<file path="src/rtl/mem_access_unit.sv">
// MEM-stage load/store initiator for a single-port, one-cycle-latency
// word memory.
//
// Ports:
//   clk, rst_n                  clock, async active-low reset
//   MemRead, MemWrite           load / store request (store wins)
//   mem_size, mem_unsigned      00 byte, 01 half, 10 word; zero-extend
//   addr, wdata                 byte address, right-aligned store data
//   rdata, rdata_valid          extended load result
//   stall, misaligned           pipeline hold, request rejected
//   mem_re, mem_we, mem_addr,
//   mem_wdata, mem_rdata        data_memory side
module mem_access_unit #(
    parameter int DATA_WIDTH = 32,
    parameter int ADDR_WIDTH = 8
) (
    input  logic                  clk,
    input  logic                  rst_n,
    input  logic                  MemRead,
    input  logic                  MemWrite,
    input  logic [1:0]            mem_size,
    input  logic                  mem_unsigned,
    input  logic [31:0]           addr,
    input  logic [31:0]           wdata,
    output logic [31:0]           rdata,
    output logic                  rdata_valid,
    output logic                  stall,
    output logic                  misaligned,
    output logic                  mem_re,
    output logic                  mem_we,
    output logic [ADDR_WIDTH-1:0] mem_addr,
    output logic [DATA_WIDTH-1:0] mem_wdata,
    input  logic [DATA_WIDTH-1:0] mem_rdata
);

    localparam logic [1:0] IDLE      = 2'd0;
    localparam logic [1:0] LOAD_WAIT = 2'd1;
    localparam logic [1:0] RMW_WAIT  = 2'd2;

    localparam logic [1:0] SZ_B = 2'b00;
    localparam logic [1:0] SZ_H = 2'b01;
    localparam logic [1:0] SZ_W = 2'b10;

    logic [1:0]            state, nxt;
    logic [1:0]            lane_q, size_q;
    logic                  uns_q;
    logic [15:0]           wdata_q;
    logic [ADDR_WIDTH-1:0] idx_q;

    logic [ADDR_WIDTH-1:0] idx;
    logic                  req, mis, capture;
    logic [31:0]           shifted, ext, merged;

    logic [31:0]           rdata_c, wdata_c;
    logic                  valid_c, stall_c, mis_c, re_c, we_c;
    logic [ADDR_WIDTH-1:0] addr_c;

    logic unused_bits;
    assign unused_bits = ^{addr[31:ADDR_WIDTH+2], wdata[31:16]};

    assign idx = addr[ADDR_WIDTH+1:2];
    assign req = MemRead | MemWrite;
    assign mis = (mem_size == 2'b11)
               | ((mem_size == SZ_H) & addr[0])
               | ((mem_size == SZ_W) & (addr[1:0] != 2'b00));

    // Load lane extraction: move the addressed lane to bit 0.
    assign shifted = mem_rdata >> {lane_q, 3'b000};

    always_comb begin
        ext = mem_rdata;
        unique case (size_q)
            SZ_B: ext = {{24{~uns_q & shifted[7]}}, shifted[7:0]};
            SZ_H: ext = {{16{~uns_q & shifted[15]}}, shifted[15:0]};
            default: ext = mem_rdata;
        endcase
    end

    always_comb begin
        merged = mem_rdata;
        if (size_q == SZ_B) begin
            unique case (lane_q)
                2'd0: merged[7:0]   = wdata_q[7:0];
                2'd1: merged[15:8]  = wdata_q[7:0];
                2'd2: merged[23:16] = wdata_q[7:0];
                default: merged[31:24] = wdata_q[7:0];
            endcase
        end else if (lane_q[1]) begin
            merged[31:16] = wdata_q;
        end else begin
            merged[15:0] = wdata_q;
        end
    end

    always_comb begin
        nxt     = state;
        rdata_c = '0;
        valid_c = 1'b0;
        stall_c = 1'b0;
        mis_c   = 1'b0;
        re_c    = 1'b0;
        we_c    = 1'b0;
        addr_c  = '0;
        wdata_c = '0;
        unique case (state)
            IDLE: begin
                if (req && mis) begin
                    mis_c = 1'b1;
                end else if (MemWrite && mem_size == SZ_W) begin
                    we_c    = 1'b1;
                    addr_c  = idx;
                    wdata_c = wdata;
                end else if (MemWrite) begin
                    re_c    = 1'b1;
                    addr_c  = idx;
                    stall_c = 1'b1;
                    nxt     = RMW_WAIT;
                end else if (MemRead) begin
                    re_c    = 1'b1;
                    addr_c  = idx;
                    stall_c = 1'b1;
                    nxt     = LOAD_WAIT;
                end
            end
            LOAD_WAIT: begin
                rdata_c = ext;
                valid_c = 1'b1;
                nxt     = IDLE;
            end
            RMW_WAIT: begin
                we_c    = 1'b1;
                addr_c  = idx_q;
                wdata_c = merged;
                nxt     = IDLE;
            end
            default: nxt = IDLE;
        endcase
    end

    assign capture = (state == IDLE) && (nxt != IDLE);

    always_ff @(posedge clk or negedge rst_n) begin
        if (!rst_n) begin
            state   <= IDLE;
            lane_q  <= '0;
            size_q  <= '0;
            uns_q   <= 1'b0;
            wdata_q <= '0;
            idx_q   <= '0;
        end else begin
            state <= nxt;
            if (capture) begin
                lane_q  <= addr[1:0];
                size_q  <= mem_size;
                uns_q   <= mem_unsigned;
                wdata_q <= wdata[15:0];
                idx_q   <= idx;
            end
        end
    end

    // Reset forces every output low at once, so a write pending in
    // RMW_WAIT is dropped before the clock edge.
    assign rdata       = rst_n ? rdata_c : '0;
    assign rdata_valid = rst_n & valid_c;
    assign stall       = rst_n & stall_c;
    assign misaligned  = rst_n & mis_c;
    assign mem_re      = rst_n & re_c;
    assign mem_we      = rst_n & we_c;
    assign mem_addr    = rst_n ? addr_c : '0;
    assign mem_wdata   = rst_n ? wdata_c : '0;

endmodule

</file>
<file path="config.mk">
export PLATFORM = sky130hd
export DESIGN_NAME = mem_access_unit
export DESIGN_NICKNAME = d
export VERILOG_FILES = /design/src/rtl/mem_access_unit.sv
export SDC_FILE = /design/constraint.sdc
export NUM_CORES = 1
export LEC_CHECK = 0
export ABC_AREA = 1
export BUFFER_PORTS_ARGS = -buffer_cell sky130_fd_sc_hd__buf_2
export CORE_MARGIN = 1
export CORE_UTILIZATION = 50
export CTS_BUF_LIST = sky130_fd_sc_hd__clkbuf_2 sky130_fd_sc_hd__clkbuf_4 sky130_fd_sc_hd__clkbuf_8
export CTS_CLUSTER_DIAMETER = 50
export DETAILED_ROUTE_END_ITERATION = 10
export PLACE_DENSITY = 0.95
export SYNTH_ARGS = -nofsm -noshare
export SYNTH_HDL_FRONTEND = slang
export SYNTH_SLANG_ARGS = --single-unit
export TNS_END_PERCENT = 50
</file>
<file path="constraint.sdc">
create_clock -name clk -period 4.5 [get_ports clk]
set_input_delay 0.9 -clock clk [delete_from_list [all_inputs] [get_ports clk]]
set_output_delay 0.9 -clock clk [all_outputs]
set_load 0.02 [all_outputs]
</file>
# Yosys cells after proc, flatten, opt, wreduce, memory -nomap -nowiden
# Cells that the tools add are included.
[op_classes]
n_eq_ne = 8
muxes = 36
n_reduce_logical = 9
bitwise = 12
shifts = 1
[ops]
columns = ["operator", "n"]
rows = [
  ["32-bit two-way mux", 6],
  ["32-bit one-hot mux with 2 select lines", 2],
  ["8-bit two-way mux", 9],
  ["16-bit two-way mux", 2],
  ["32-bit by 5-bit >> shifter with 16-bit output", 1],
  ["8-bit one-hot mux with 2 select lines", 1],
  ["1-bit two-way mux", 10],
  ["2-bit two-way mux", 5],
  ["1-bit AND", 8],
  ["2-bit by 1-bit equality test with 1-bit output (second input constant)", 4],
  ["2-bit equality test (second input constant)", 4],
  ["2-bit zero test", 3],
  ["2-bit nonzero test", 2],
  ["1-bit logical AND", 3],
  ["1-bit OR", 3],
  ["3-bit OR reduction", 1],
  ["1-bit one-hot mux with 2 select lines", 1],
  ["1-bit NOT", 1],
]
[word_totals]
elab_cells = 72
out_inout_bits = 77
reg_bits = 31

# Longest topological paths before layout
# Gate-level depths: netlist of run 1.
[depth]
word_depth = 9
mapped_depth = 11

# Least setup slack after synthesis of run 1
# OpenSTA, ideal clock, no wires.
[synth_path]
path_kind = "input-to-output"
start = "in mem_size[1]"
end = "out stall"
t_arrival_ns = 2.089
required_time_ns = 3.600
path_buffers = 2
path_stages = 6
setup_slack_ns = 1.511
path_cell_list = "o21bai_2 nand2_2 o2111ai_1 clkbuf_1 nor2_1 buf_4"
[synth_between]
elab_chain_len = 8
[synth_lines]
columns = ["item", "line_no", "source"]
rows = [
  ["from (decl)", "21", "input logic [1:0] mem_size,"],
  ["2-bit by 1-bit equality test with 1-bit output", "64", "| ((mem_size == SZ_H) & addr[0])"],
  ["1-bit AND", "64", ""],
  ["1-bit OR", "64", ""],
  ["1-bit OR", "65", "| ((mem_size == SZ_W) & (addr[1:0] != 2'b00));"],
  ["1-bit logical AND", "107", "if (req && mis) begin"],
  ["1-bit two-way mux * (2 in a row)", "n/a", ""],
  ["1-bit AND *", "n/a", ""],
  ["to (decl)", "27", "output logic stall,"],
]
# Mark *: on every way between the ends. The rest lies on a longest branch, timed or not.

# Final worst setup path of run 1
[layout_path]
start = "reg lane_q[0]"
end = "out rdata[4]"
[layout_between]
elab_chain_len = 4
[layout_lines]
columns = ["item", "line_no", "source"]
rows = [
  ["from (decl)", "45", "logic [1:0] lane_q, size_q;"],
  ["from (signal assigned)", "153", "lane_q <= addr[1:0];"],
  ["32-bit by 5-bit >> shifter with 16-bit output", "68", "assign shifted = mem_rdata >> {lane_q, 3'b000};"],
  ["32-bit one-hot mux with 2 select lines", "72", "unique case (size_q)"],
  ["32-bit two-way mux", "105", "unique case (state)"],
  ["32-bit two-way mux", "164", "assign rdata = rst_n ? rdata_c : '0;"],
  ["to (decl)", "25", "output logic [31:0] rdata,"],
]
# Every way passes these cells.

==> summary.md, run 1 <==
| Metric | Value |
|---|---|
| Core Region | 7214 sq um |
| Fillers | 707 |
| Fmax | 0.2821 GHz |
| DP Worst Slack | 1119 ps |
| Worst EP required | 3600 ps |
| CTS tree | yes |
| Total clock sinks | 31 |
| Layout Cells excl Fill | 854 |
| Gate power share | 55.8% |
| Syn_area_per_cell | 5.853 sq um |
| Fin crit period | 3545 ps |
| Ant diodes | 0 |
| Max FO, Critical Path | 22 |
| Cell Rows | 31 |
| Post-synthesis cell type count | 29 |
| Post-Route WL | 14,180 microns |
| First-pass GRT wire length | 21,600 microns |
| Largest net degree at the start of global routing | 53 |
| Placed Instances | 847 |
| Initial antenna violation count | 0 |
| CTS HTree Levels | 2 |
| Die area | 7807 sq um |
| Wire per inst | 16.61 microns |
| Die Height | 88.36 microns |
| Mapped Nets | 740 |
| Post-synthesis cell count | 637 |
| Dpl hpwl | 10,550 microns |
| Worst-margin pin slew | 944.1 ps |
| Clock power share | 15.7% |
| Worst hold start | idx_q[5] |
| Final TNS setup | 0 ps |
| Power Total | 1.434 mW |
| Final period util | 78.78% |
| Layout Nets | 858 |
| Post-CTS setup buffers | 0 |
| Yosys warnings | 0 |
| Sequential share of power | 28.5% |
| Hold Vio Cnt, Final | 0 |
| Most frequent cells in the layout | 180 x nand2_1, 157 x buf_2, 78 x a21oi_1, 59 x nand3_1, 54 x o21ai_0 |
| Resized cells post-CTS | 0 |
| CP Capture Type | output pin |
| Clk_skew | 6.585 ps |
| Net Sw Frac | 50.86% |
| Internal Pwr Total | 0.7046 mW |
| P_leak | 2.342 nW |
| CTS root buf | clkbuf_8 |
| Max Cap Viol | 0 |
| Drc violations | 0 |
| GRT Util Overall | 35.90% |
| Total grt overflow | 0 |
| Vias in the first global route | 4,382 |
| Status | completed |
| Area Growth Syn to Fin | 20.81% |
| Remaining antenna violation count after routing | 0 |
| Worst slew margin | 36.91% |
| Number of synthesized register bits | 31 |
| Final Slew Violations | 0 |
| Via density | 6.002 |
| Via count | 5,126 |
| CTS Buf Count | 5 |
| Post-synthesis cell area | 3729 sq um |
| 1st-pass router iterations | 5 |
| Hold Buf Count CTS | 0 |
| Reg-to-Reg Start | state[0] |
| DR iter-0 viols | 582 |
| PortBufs | 157 |
| Worst-Skew Late Latency | 290 ps |
| Die span in x | 88.36 microns |
| RSZ-0062 raised after global routing | no |
| HP Class | flop to flop |
| GP Congestion | 0.9151 |
| Starting Density | 51.68% |
| Startpoint Class | flop |
| Max VDD drop | 0.0002408 V |
| CP Class | flop to output pin |
| PD cells | 318.3 nW/um^2 |
| Top-Level Pins | 180 |
| Clock buffer depth | 2 |
| Final Setup Violations | 0 |
| Post-synthesis sequential area ratio | 20.81% |
| Ratio of cells with drive above 1 in the final layout | 26.75% |
| Setup slack after layout | 955.0 ps |
| Crit path from | lane_q[0] |
| Switch Pwr | 0.7292 mW |
| Worst path arrival time | 2640 ps |
| Most common cell after layout, fill and taps aside | nand2_1 |
| Reg clk slew, reported paths | 70 ps |
[sequential cells by signal, summed over array words and instances, names as in the netlist]
name and count:
uns_q 1, lane_q 2, wdata_q 16, state 2
size_q 2, idx_q 8
[layer usage]
metal  GRT usage [%]  part of all wire, %  routed length (microns)  vias up
met1           47.54                   41                     5839     2357
met3           6.437                  9.2                     1305       40
met2           59.09                   47                     6679      318
met4           12.17                  2.5                      360        0
met5               0                    0                        0        -
li1                -                    -                        -     2411
[Yosys cell counts, drive strengths merged]
library cell  number  area [sq um]
nand2            183         699.4
a21oi             79         399.1
nand3             60         305.3
nor2              57         285.3
o21ai             54         270.3
buf               42         252.7
inv               39         146.4
o211ai            38         285.3
nand4             34         212.7
dfrtp             31         775.7
clkbuf            14         52.55
a22oi              1         7.510
clkinv             1         3.750
nand3b             1         7.510
nor3               1         5.000
o2111ai            1         8.760
o21bai             1         11.26
[cells by family (layout without fill, tap and decap cells)]
| family | after synthesis | count (layout) | synth area share [%] |
|---|---|---|---|
| flip-flops | 31 | 31 | 20.81 |
| buffers and inverters | 96 | 214 | 12.21 |
| AO/OA/AOI/OAI | 174 | 174 | 26.34 |
| AND/OR/NAND/NOR | 336 | 336 | 40.64 |
[path summary, 6_finish.rpt]
kind / endpoint / slack [ps] / cells after the start
max in group asynchronous: wdata_q[9] / 3410 / 2
worst min register to register: idx_q[5] / 480 / 2
worst max register to register: wdata_q[10] / 2040 / 5
worst min-delay path: idx_q[5] / 480 / 2
worst max-delay path: rdata[4] / 960 / 6
min in group asynchronous: idx_q[6] / 500 / 1
[metrics by stage]
stage / utilization, % / hold slack (ps) / instance area (sq um)
floorplan: - / 448.8 / 3729
finish: 62.43 / 482.6 / 4504
global placement: 61.22 / 462.5 / 4417
CTS: 62.43 / 481.9 / 4504
detailed placement: 61.22 / 465.1 / 4417
global route: 62.43 / 494.3 / 4504
[power by group through the flow]
stage | Sequential, mW | Clock, mW | Combinational [mW]
6_report | 0.409 | 0.226 | 0.799
5_1_grt | 0.415 | 0.239 | 0.884
4_1_cts | 0.405 | 0.224 | 0.784
3_5_place_dp | 0.410 | 0 | 0.780
3_3_place_gp | 0.407 | 0 | 0.757
2_1_floorplan | 0.373 | 0 | 0.615
[worst max-delay path: stages, from the launching register on]
cell and delay (ps):
dfrtp_1 830, inv_2 130, nand2_1 570, nand2_1 320
a22oi_1 270, nor2_1 60, buf_2 170
[cell type report]
cell class,instances,area (sq um),share of cell area [%]
inverters,40,150.1,3.333
flip-flops and latches,31,775.7,17.22
well taps,99,123.9,2.750
multi-input cells,510,2506,55.64
clock buffers,6,82.58,1.833
repair buffers,167,860.8,19.11
clock inverters,1,5.005,0.1111
Note: power is estimated with default switching activity, not from simulation.
==> run 2, diff against run 1 <==
--- a/config.mk
+++ b/config.mk
@@ -5,14 +5,14 @@
 export SDC_FILE = /design/constraint.sdc
 export NUM_CORES = 1
 export LEC_CHECK = 0
-export ABC_AREA = 1
+export ABC_AREA = 0
 export BUFFER_PORTS_ARGS = -buffer_cell sky130_fd_sc_hd__buf_2
 export CORE_MARGIN = 1
-export CORE_UTILIZATION = 50
+export CORE_UTILIZATION = 42
 export CTS_BUF_LIST = sky130_fd_sc_hd__clkbuf_2 sky130_fd_sc_hd__clkbuf_4 sky130_fd_sc_hd__clkbuf_8
 export CTS_CLUSTER_DIAMETER = 50
 export DETAILED_ROUTE_END_ITERATION = 10
-export PLACE_DENSITY = 0.95
+export PLACE_DENSITY = 0.89
 export SYNTH_ARGS = -nofsm -noshare
 export SYNTH_HDL_FRONTEND = slang
 export SYNTH_SLANG_ARGS = --single-unit
==> constraint.sdc (replaced) <==
create_clock -name clk -period 2.93 [get_ports clk]
set_input_delay 0.586 -clock clk [delete_from_list [all_inputs] [get_ports clk]]
set_output_delay 0.586 -clock clk [all_outputs]
set_load 0.02 [all_outputs]
==> summary.md, run 2 <==
| Metric | Value |
|---|---|
| Adder-Cell Fraction of Synth Area | 0% (unchanged) |
| CTS tree | yes (unchanged) |
| RSZ-0062 raised after global routing | no (unchanged) |
| Startpoint Class | flop (unchanged) |
| Worst R2R End | wdata_q[10] (unchanged) |
| Starting Density | 44.01% (was 51.68%) |
| EDFF count, synth | 0 (unchanged) |
| GRT Util Overall | 27.09% (was 35.90%) |
| Die area | 8078 sq um (was 7807 sq um) |
| HP Class | input port to async pin (was flop to flop) |
| PortBufs | 157 (unchanged) |
| Post-layout util | 56.88% (was 62.43%) |
| CP peak stage delay | 590 ps (was 830 ps) |
| Ratio of cells with drive above 1 in the final layout | 46.71% (was 26.75%) |
| 1st-pass router iterations | 5 (unchanged) |
| Vias in the first global route | 3,284 (was 4,382) |
| Total grt overflow | 0 (unchanged) |
| Worst-Skew Late Latency | 300 ps (was 290 ps) |
| Worst R2R Setup Slack | 900 ps (was 2040 ps) |
| Dpl hpwl | 8735 microns (was 10,550 microns) |
| Most common cell after layout, fill and taps aside | buf_2 (was nand2_1) |
| Via density | 5.765 (was 6.002) |
| Post-synth top area cell | dfrtp_1 (unchanged) |
| Remaining antenna violation count after routing | 0 (unchanged) |
| Async SR Flop Fraction | 100.0% (unchanged) |
| Area Growth Syn to Fin | 29.24% (was 20.81%) |
| Crit path buffers/inverters | 2 (unchanged) |
| Die span in x | 89.88 microns (was 88.36 microns) |
| Final TNS setup | 0 ps (unchanged) |
| Commonest cells post-synth | 37 x nor2_1, 33 x mux2i_1, 31 x dfrtp_1, 31 x o21ai_0, 29 x mux2_4 (was 180 x nand2_1, 78 x a21oi_1, 59 x nand3_1, 54 x o21ai_0, 42 x nor2_1) |
| Via count | 3,459 (was 5,126) |
| Worst EP required | 2340 ps (was 3600 ps) |
| P_leak | 2.270 nW (was 2.342 nW) |
| Worst slew margin | 63.77% (was 36.91%) |
| CP max-delay cell | or4b_1 (was dfrtp_1) |
| Layout Cells excl Fill | 600 (was 854) |
| Regs by FF count | wdata_q: 16 flops, idx_q: 8 flops (unchanged) |
| CTS HTree Levels | 2 (unchanged) |
| CP Class | flop to output pin (unchanged) |
| Max Cap Viol | 0 (unchanged) |
| Fin Hold WS | 264.8 ps (was 482.6 ps) |
| Total clock sinks | 31 (unchanged) |
| Synth area leaders | dfrtp_1 24%, mux2_4 13%, mux2i_1 10% (was dfrtp_1 21%, nand2_1 18%, a21oi_1 10%) |
| Post-synthesis cell count | 352 (was 637) |
| Max VDD drop | 0.0002533 V (was 0.0002408 V) |
| XOR/XNOR share of the synthesized area | 0% (unchanged) |
| Max FO, Critical Path | 12 (was 22) |
| Reg with most FFs | wdata_q (unchanged) |
| Core Region | 7370 sq um (was 7214 sq um) |
| DR iter-0 viols | 265 (was 582) |
| Largest family of logic cells by synthesized area | compound AO/OA/AOI/OAI gates (was simple AND/OR/NAND/NOR gates) |
| Worst path arrival time | 2270 ps (was 2640 ps) |
| Worst-margin pin slew | 543.4 ps (was 944.1 ps) |
| Final period util | 97.43% |
| Post-synthesis cell type count | 42 (was 29) |
| Ant diodes | 0 (unchanged) |
| GP Congestion | 0.9295 (was 0.9151) |
| Layout Nets | 603 (was 858) |
| Final Slew Violations | 0 (unchanged) |
| Final Setup Violations | 0 (unchanged) |
| Reg-to-Reg Start | state[0] (unchanged) |
| Compound-gate portion of the synthesized area | 32.48% (was 26.34%) |
| CP Capture Type | output pin (unchanged) |
| Post-synthesis mux area share | 23.61% (was 0%) |
| Number of synthesized register bits | 31 (unchanged) |
| Final non-filler cell area | 4192 sq um (was 4504 sq um) |
| Top cell type's share of synthesized area | 23.92% (was 20.81%) |
| Wire per inst | 18.35 microns (was 16.61 microns) |
| CTS Buf Count | 5 (unchanged) |
| Syn_area_per_cell | 9.213 sq um (was 5.853 sq um) |
| First-pass GRT wire length | 17,530 microns (was 21,600 microns) |
| Synth Area in Simple Gates | 12.54% (was 40.64%) |
| Initial antenna violation count | 0 (unchanged) |
| Clk_skew | 9.991 ps (was 6.585 ps) |
| Fin crit period | 2855 ps |
| Drc violations | 0 (unchanged) |
| FF-to-FF path depth | 5 (unchanged) |
| Most frequent cells in the layout | 157 x buf_2, 37 x nor2_1, 33 x mux2i_1, 31 x o21ai_0, 30 x dfrtp_1 (was 180 x nand2_1, 157 x buf_2, 78 x a21oi_1, 59 x nand3_1, 54 x o21ai_0) |
| Critical path, cell by cell | buf_4 -> or4b_1 -> o21ai_2 -> nand2_1 -> a32o_1 -> buf_2 (was inv_2 -> nand2_1 -> nand2_1 -> a22oi_1 -> nor2_1 -> buf_2) |
| Post-synthesis cell area | 3243 sq um (was 3729 sq um) |
| Cell Rows | 31 (unchanged) |
| Post-synthesis sequential area ratio | 23.92% (was 20.81%) |
| CTS root buf | clkbuf_8 (unchanged) |
| Yosys warnings | 0 (unchanged) |
| Mapped Nets | 455 (was 740) |
| Hold Vio Cnt, Final | 0 (unchanged) |
| Setup slack after layout | 75.29 ps (was 955.0 ps) |
| Fmax | 0.3503 GHz |
| Ys flop type | dfrtp_1 (unchanged) |
| Top-Level Pins | 180 (unchanged) |
| Most frequent cell after synthesis | nor2_1 (was nand2_1) |
| DP Worst Slack | 331.4 ps (was 1119 ps) |
| Placed Instances | 592 (was 847) |
| Reg clk slew, reported paths | 80 ps (was 70 ps) |
| PD cells | 523.2 nW/um^2 (was 318.3 nW/um^2) |
| Post-DP Area | 4078 sq um (was 4417 sq um) |
| Post-Route WL | 11,010 microns (was 14,180 microns) |
| Largest net degree at the start of global routing | 30 (was 53) |
| Crit path max-delay family | simple AND/OR/NAND/NOR gates (unchanged) |
| Clock buffer depth | 2 (unchanged) |
| Die Height | 89.88 microns (was 88.36 microns) |
| Largest register FFs | 16 (unchanged) |
| Power Total | 2.193 mW (was 1.434 mW) |
| Status | completed (unchanged) |
run 2: routing by layer:
layer | vias to the layer above | GRT usage (%) | wire (microns) | share of wire (%)
met5 | - | 0 | 0 | 0
met4 | 0 | 6.048 | 124 | 1.1
met3 | 13 | 5.161 | 839 | 7.6
met2 | 161 | 45.38 | 5223 | 47
met1 | 1656 | 36.18 | 4822 | 44
li1 | 1629 | - | - | -
run 2: worst max path at each step:
stage	startpoint	to	slack, ps	cells after the start
after floorplan	mem_size[0]	stall	440	7
after global placement	size_q[0]	rdata[15]	390	5
after detailed placement	size_q[0]	rdata[18]	330	5
after global routing	size_q[1]	mem_wdata[9]	10	6
after CTS	size_q[0]	rdata[18]	20	5
final	size_q[1]	mem_wdata[9]	80	6
run 2: area by class of cell:
cell class | count | area (sq um)
fill | 707 | 3178
timing repair buffer | 173 | 905.9
clock buffer | 5 | 68.82
multi-input combinational | 277 | 2226
tap | 99 | 123.9
clock inverter | 3 | 43.79
inverter | 12 | 46.29
sequential | 31 | 777.0
run 2: cells by family (layout without fill, tap and decap cells):
group / count (synthesis) / after routing
compound gates: 138 / 138
buf+inv: 44 / 193
mux: 62 / 62
simple gates: 77 / 77
flops: 31 / 31
run 2: repair_timing:
item / in CTS / in global routing
hold buffers: 0 / 0
endpoints found under the setup margin: 0 / 25
gates resized for setup: 0 / 1
buffers inserted: 0 / 0
run 2: worst register-to-register path, cell delays in order (launching register included):
cell and delay (ps):
dfrtp_1 420, nor2_1 260, o221a_1 480, nand2_4 80, buf_4 300, mux2_4 370
run 2: power by group:
part,internal (mW),switching (mW)
Combinational,0.490,0.617
Clock,0.253,0.178
Sequential,0.524,0.130
